File: src/rtl/module_pipe_flops.sv
// Elastic valid/ready register pipeline for the phy_rx datapath: DEPTH stages of WIDTH-bit words.
// Optional upstream-violation counter on drop_cnt is built when PIPE_DROP_CNT_EN is defined.
module module_pipe_flops #(
  parameter  int WIDTH = 32,
  parameter  int DEPTH = 3,
  localparam int CNTW  = $clog2(DEPTH + 1)
) (
  input  logic             clk_pipe,
  input  logic             reset,
  input  logic             valid_in,
  input  logic [WIDTH-1:0] data_in,
  output logic             ready_out,
  output logic             valid_out,
  output logic [WIDTH-1:0] data_out,
  input  logic             ready_in,
  output logic [CNTW-1:0]  occupancy
`ifdef PIPE_DROP_CNT_EN
  ,
  output logic [7:0]       drop_cnt
`endif
);

  // Handshake: a word moves across a boundary on a cycle where valid and ready are both high;
  // valid never depends on ready, and ready_out may depend combinationally on ready_in.

  logic [DEPTH-1:0] r_v;
  logic [WIDTH-1:0] r_d [DEPTH];
  logic [CNTW-1:0]  r_occ;

  logic [DEPTH-1:0] w_en;
  logic [DEPTH-1:0] w_src_v;
  logic [DEPTH-1:0] w_v_nxt;
  logic [WIDTH-1:0] w_src_d [DEPTH];
  logic [CNTW-1:0]  w_pop;

  genvar gi;
  generate
    for (gi = 0; gi < DEPTH; gi++) begin : g_stage
      // Unrolled enable chain: a stage may load when any stage at or after it is empty, or the sink is ready.
      assign w_en[gi] = ready_in | ~(&r_v[DEPTH-1:gi]);
      if (gi == 0) begin : g_head
        assign w_src_v[gi] = valid_in;
        assign w_src_d[gi] = data_in;
      end else begin : g_body
        assign w_src_v[gi] = r_v[gi-1];
        assign w_src_d[gi] = r_d[gi-1];
      end
      assign w_v_nxt[gi] = w_en[gi] ? w_src_v[gi] : r_v[gi];
    end
  endgenerate

  always_comb begin
    w_pop = '0;
    for (int i = 0; i < DEPTH; i++) begin
      w_pop = w_pop + CNTW'(w_v_nxt[i]);
    end
  end

  always_ff @(posedge clk_pipe) begin
    if (reset) begin
      r_v   <= '0;
      r_occ <= '0;
      for (int i = 0; i < DEPTH; i++) begin
        r_d[i] <= '0;
      end
    end else begin
      r_v   <= w_v_nxt;
      r_occ <= w_pop;
      // Data only moves with a valid word; bubbles leave the old payload in place.
      for (int i = 0; i < DEPTH; i++) begin
        if (w_en[i] && w_src_v[i]) begin
          r_d[i] <= w_src_d[i];
        end
      end
    end
  end

  assign ready_out = w_en[0];
  assign valid_out = r_v[DEPTH-1];
  assign data_out  = r_d[DEPTH-1];
  assign occupancy = r_occ;

`ifdef PIPE_DROP_CNT_EN
  logic [7:0] r_drop;

  always_ff @(posedge clk_pipe) begin
    if (reset) begin
      r_drop <= '0;
    end else if (valid_in && !w_en[0] && (r_drop != 8'hFF)) begin
      r_drop <= r_drop + 8'd1;
    end
  end

  assign drop_cnt = r_drop;
`endif

endmodule

File: config.mk
export PLATFORM = sky130hd
export DESIGN_NAME = module_pipe_flops
export DESIGN_NICKNAME = d
export VERILOG_FILES = /design/src/rtl/module_pipe_flops.sv
export SDC_FILE = /design/constraint.sdc
export NUM_CORES = 1
export LEC_CHECK = 0
export ABC_AREA = 1
export CORE_MARGIN = 2
export CORE_UTILIZATION = 52
export CTS_CLUSTER_DIAMETER = 30
export DETAILED_ROUTE_END_ITERATION = 12
export PLACE_DENSITY = 0.78
export SKIP_CTS_REPAIR_TIMING = 1
export SYNTH_ARGS = -nofsm -noshare
export SYNTH_HDL_FRONTEND = slang
export SYNTH_SLANG_ARGS = --single-unit
File: constraint.sdc
create_clock -name clk_pipe -period 11.4 [get_ports clk_pipe]
set_input_delay 2.28 -clock clk_pipe [delete_from_list [all_inputs] [get_ports clk_pipe]]
set_output_delay 2.28 -clock clk_pipe [all_outputs]
set_load 0.01 [all_outputs]
[Word-level counts from Yosys, hierarchy flattened]
Memory sizes are Yosys's and may differ from the RTL's.
Cells that the tools add are included.
Word-level totals
  latch bits: 0
  RAM bits: 96
  bits of input ports: 36
  memories: 1
  bits in read-only memories: 0
  register bits after elaboration: 5
Operators by class
  bitwise operators: 9
  shift operators: 0
  muxes and demuxes: 17
  div/mod/pow operators: 0
  order comparisons: 0
  $add $sub $neg: 2
  reductions and logical operators: 5
  equal/unequal tests: 0
  $mul: 0
Memory list
  r_d: depth 3, width 32, read ports 3, clocked after memory_dff 0, wr ports 3, RTL line 27  | logic [WIDTH-1:0] r_d [DEPTH];
Operators by type and width (count)
  32-bit two-way mux: 3
  1-bit two-way mux: 14
  1-bit bitwise OR: 6
  1-bit logical AND: 3
  1-bit NOT: 3
  3-bit AND reduction: 1
  1-bit by 1-bit adder with 2-bit output: 1
  2-bit by 1-bit adder with 2-bit output: 1
  2-bit AND reduction: 1

[Logic depth before layout (Yosys ltp)]
  depth after elaboration: 8
  depth in mapped cells: 8

[Least setup slack after synthesis]
No wires, ideal clock.
  path kind: in2reg
  from: input reset
  to: memory r_d[0][0] (enable)
  buffers on the path: 0
  data required time: 10.934 ns
  stages on the path: 3
  arrival time: 4.699 ns
  setup slack: 6.236 ns
  setup time: 0.466 ns
  cells stage by stage: inv_2 nand2_1 o21ai_0
RTL lines
  from (decl): RTL line 9  | input logic reset,
  to (decl): RTL line 27

[Worst setup path in the final report]
  from: input ready_in
  to: output ready_out
Between the ends
  word-level cells in the longest chain between the ends: 1
Ends and longest elaborated chain
  from (decl): RTL line 15  | input logic ready_in,
  1-bit bitwise OR: RTL line 40  | assign w_en[gi] = ready_in | ~(&r_v[DEPTH-1:gi]);
  to (decl): RTL line 12  | output logic ready_out,
No other way between the ends.

==> results.cfg <==
[outcome]
status = finished, final reports clean

[cells_and_area]
nFillCells = 615
regArea_um2 = 2983
area_growth_pct = 18.98
final_nets = 442
layout-drive-gt1-share_pct = 5.122
final_core_util_pct = 64.04
diodes = 0
multi_input_area_um2 = 490.5

[cts]
clockBufferDepth = 2
cts_buffers = 9
root_buffer = clkbuf_8
htree_levels = 3
cts_tree = built
insertion_delay_ns = 0.35
clock_sinks = 101
cts.clk_slew.worst_paths_ns = 0.09

[critical_path]
cp-end-kind = output port
cp_max_fo = 4
cp_data_required_time_ns = 9.12
criticalPathCategory = in -> out
arrival_ns = 3.58
r2r_slack_ns = 8.92
worstSetupEndpoint = ready_out
cp-start-kind = primary input
critPathLaunch = ready_in
r2r_end = r_d[0][40]
ff2ff_path_depth = 6
worstReg2RegStart = r_v[2]

[power]
clkPwrFrac_pct = 33.5
cellLeakagePower_nw = 2.099
power_frac_seq_pct = 57.1
p_total_uw = 782.6
p_comb_share_pct = 9.4
p_int_uw = 619.9
swShare_pct = 20.79
p_switching_uw = 162.7
power.density_nw_per_um2 = 158.1
vdd_drop_max_uv = 76.04

[timing]
fmax_ghz = 0.1705
rsz0062_at_grt = false
finalCritPeriodShare_pct = 51.44
drv_slew = 0
period_minus_slack_ns = 5.865
slew_headroom_pct = 29.91
hold_viol = 0
whs_ns = 0.5448
finClkSkew_ns = 0.006511
fin_setup_tns_ns = 0
tightest_slew_ns = 1.047
setup-violations-final = 0

[route]
drtIter0Drc = 90
drc_errors = 0
wl_um = 5889
num_vias = 2185
ant_nets = 0
avgRoutedWirePerCell_um = 11.50
dr.pass1.iters = 4
vias_per_cell = 4.268

[synthesis]
syn-instance-count = 362
synth_top_family_by_area = buffers and inverters
synthesis.nets = 399
synth-simple-area-share_pct = 10.65
synth-adder-area-share_pct = 0.4813
seq_area_frac_synth_pct = 71.72
synthMuxAreaShare_pct = 0
syn_area_per_cell_um2 = 11.49
synth_compound_area_share_pct = 0.3911
ys_types = 15
synthArstFlopShare_pct = 0
synth_xor_area_share_pct = 0
yosys-top-cells-area = edfxtp_1 69%, nor2_1 9.5%, inv_1 8.9%, buf_4 5.8%, dfxtp_1 2.4%
syn_area_um2 = 4159
yosysMostFrequentCell = nor2_1
synth_warnings = 0
synthFlopType = edfxtp_1
synth_common_cells = 105 x nor2_1, 99 x inv_1, 96 x edfxtp_1, 32 x buf_4, 6 x nand2_1
synth-seq-cells = 101
synth-edff-count = 96
yosys.area.top_type = edfxtp_1
synth_top_area_share_pct = 69.31

[floorplanning]
die_y_um = 93.43
num_io_pins = 72
core-area_um2 = 7727
rows = 32
die_x_um = 93.43
initial_core_util_pct = 53.82
dieArea_um2 = 8729

[global_routing]
antenna_found_initial = 0
grt_pass1_vias = 2130
gr-total-overflow = 0
grtUsageTotal_pct = 14.91
grt_max_degree = 69
grt_pass1_wl_um = 9804

[placement]
gp_congestion = 0.7363
dp_hpwl_um = 3729
port_buffers = 71

[job]
cap_violations = 0

[worst_hold_path]
hp-start = r_d[0][24]
holdPathStages = 2
min_path_type = reg -> reg
==> critical path, cell delays in order <==
cell,delay (ns)
clkdlybuf4s50_1,0.42
nor2_1,0.31
inv_1,0.08
clkdlybuf4s50_1,0.49
==> cells by family (layout without fill, tap and decap cells) <==
kind of cell,Yosys count,in the layout
AO/OA/AOI/OAI,3,3
adder cells (fa/ha/maj),1,1
flip-flops,101,101
buffers and inverters,142,190
AND/OR/NAND/NOR,115,115
==> power by group through the flow <==
stage | logic, mW | registers, mW | clock network [mW]
2_1_floorplan | 0.0500 | 0.454 | 0
3_3_place_gp | 0.0727 | 0.454 | 0
3_5_place_dp | 0.0750 | 0.456 | 0
4_1_cts | 0.0754 | 0.447 | 0.267
5_1_grt | 0.0829 | 0.450 | 0.280
6_report | 0.0738 | 0.447 | 0.262
==> through the flow <==
stage                     instance area [um2]  worst slack (ns)  cells
after floorplan                          4159             6.236    362
after global placement                   4710             5.587    496
final                                    4949             5.535    512
after global routing                     4949             5.463    512
after detailed placement                 4710             5.537    496
after CTS                                4949             5.533    512
==> area by class of cell <==
type                    count  share of cell area (%)
clock buffers              10                   2.579
clock inverters             6                   2.250
inverters                 100                   7.585
multi-input cells         119                   9.911
flip-flops and latches    101                   60.28
well taps                 102                   2.579
repair buffers             74                   14.82
==> registers in the layout, indices dropped and copies added (netlist names) <==
signal,cells
r_v,3
occupancy,2
r_d,96
==> how the worst min path moves through the flow <==
| stage | end | slack (ns) |
|---|---|---|
| 2_1_floorplan | r_v[1] | 0.49 |
| 3_3_place_gp | r_v[1] | 0.51 |
| 3_5_place_dp | r_d[0][52] | 0.53 |
| 4_1_cts | r_d[0][52] | 0.55 |
| 5_1_grt | r_d[0][82] | 0.57 |
| 6_report | r_d[0][56] | 0.54 |
==> per-layer routing <==
layer,wire length [um],vias to the layer above,track usage [%]
met4,111,0,6.373
met2,3131,49,26.38
met1,2411,986,17.55
li1,-,1139,-
met5,0,-,0
met3,235,11,3.143
==> placed cells by master, fill, tap and decap left out, drive strengths merged <==
master	count
a21oi	1
a31oi	1
buf	3
bufinv	3
clkbuf	10
clkdlybuf4s50	71
clkinv	2
clkinvlp	1
dfxtp	5
edfxtp	96
fa	1
inv	100
nand2	6
nand3	3
nor2	106
o21ai	1
(Power assumes the default switching activity.)
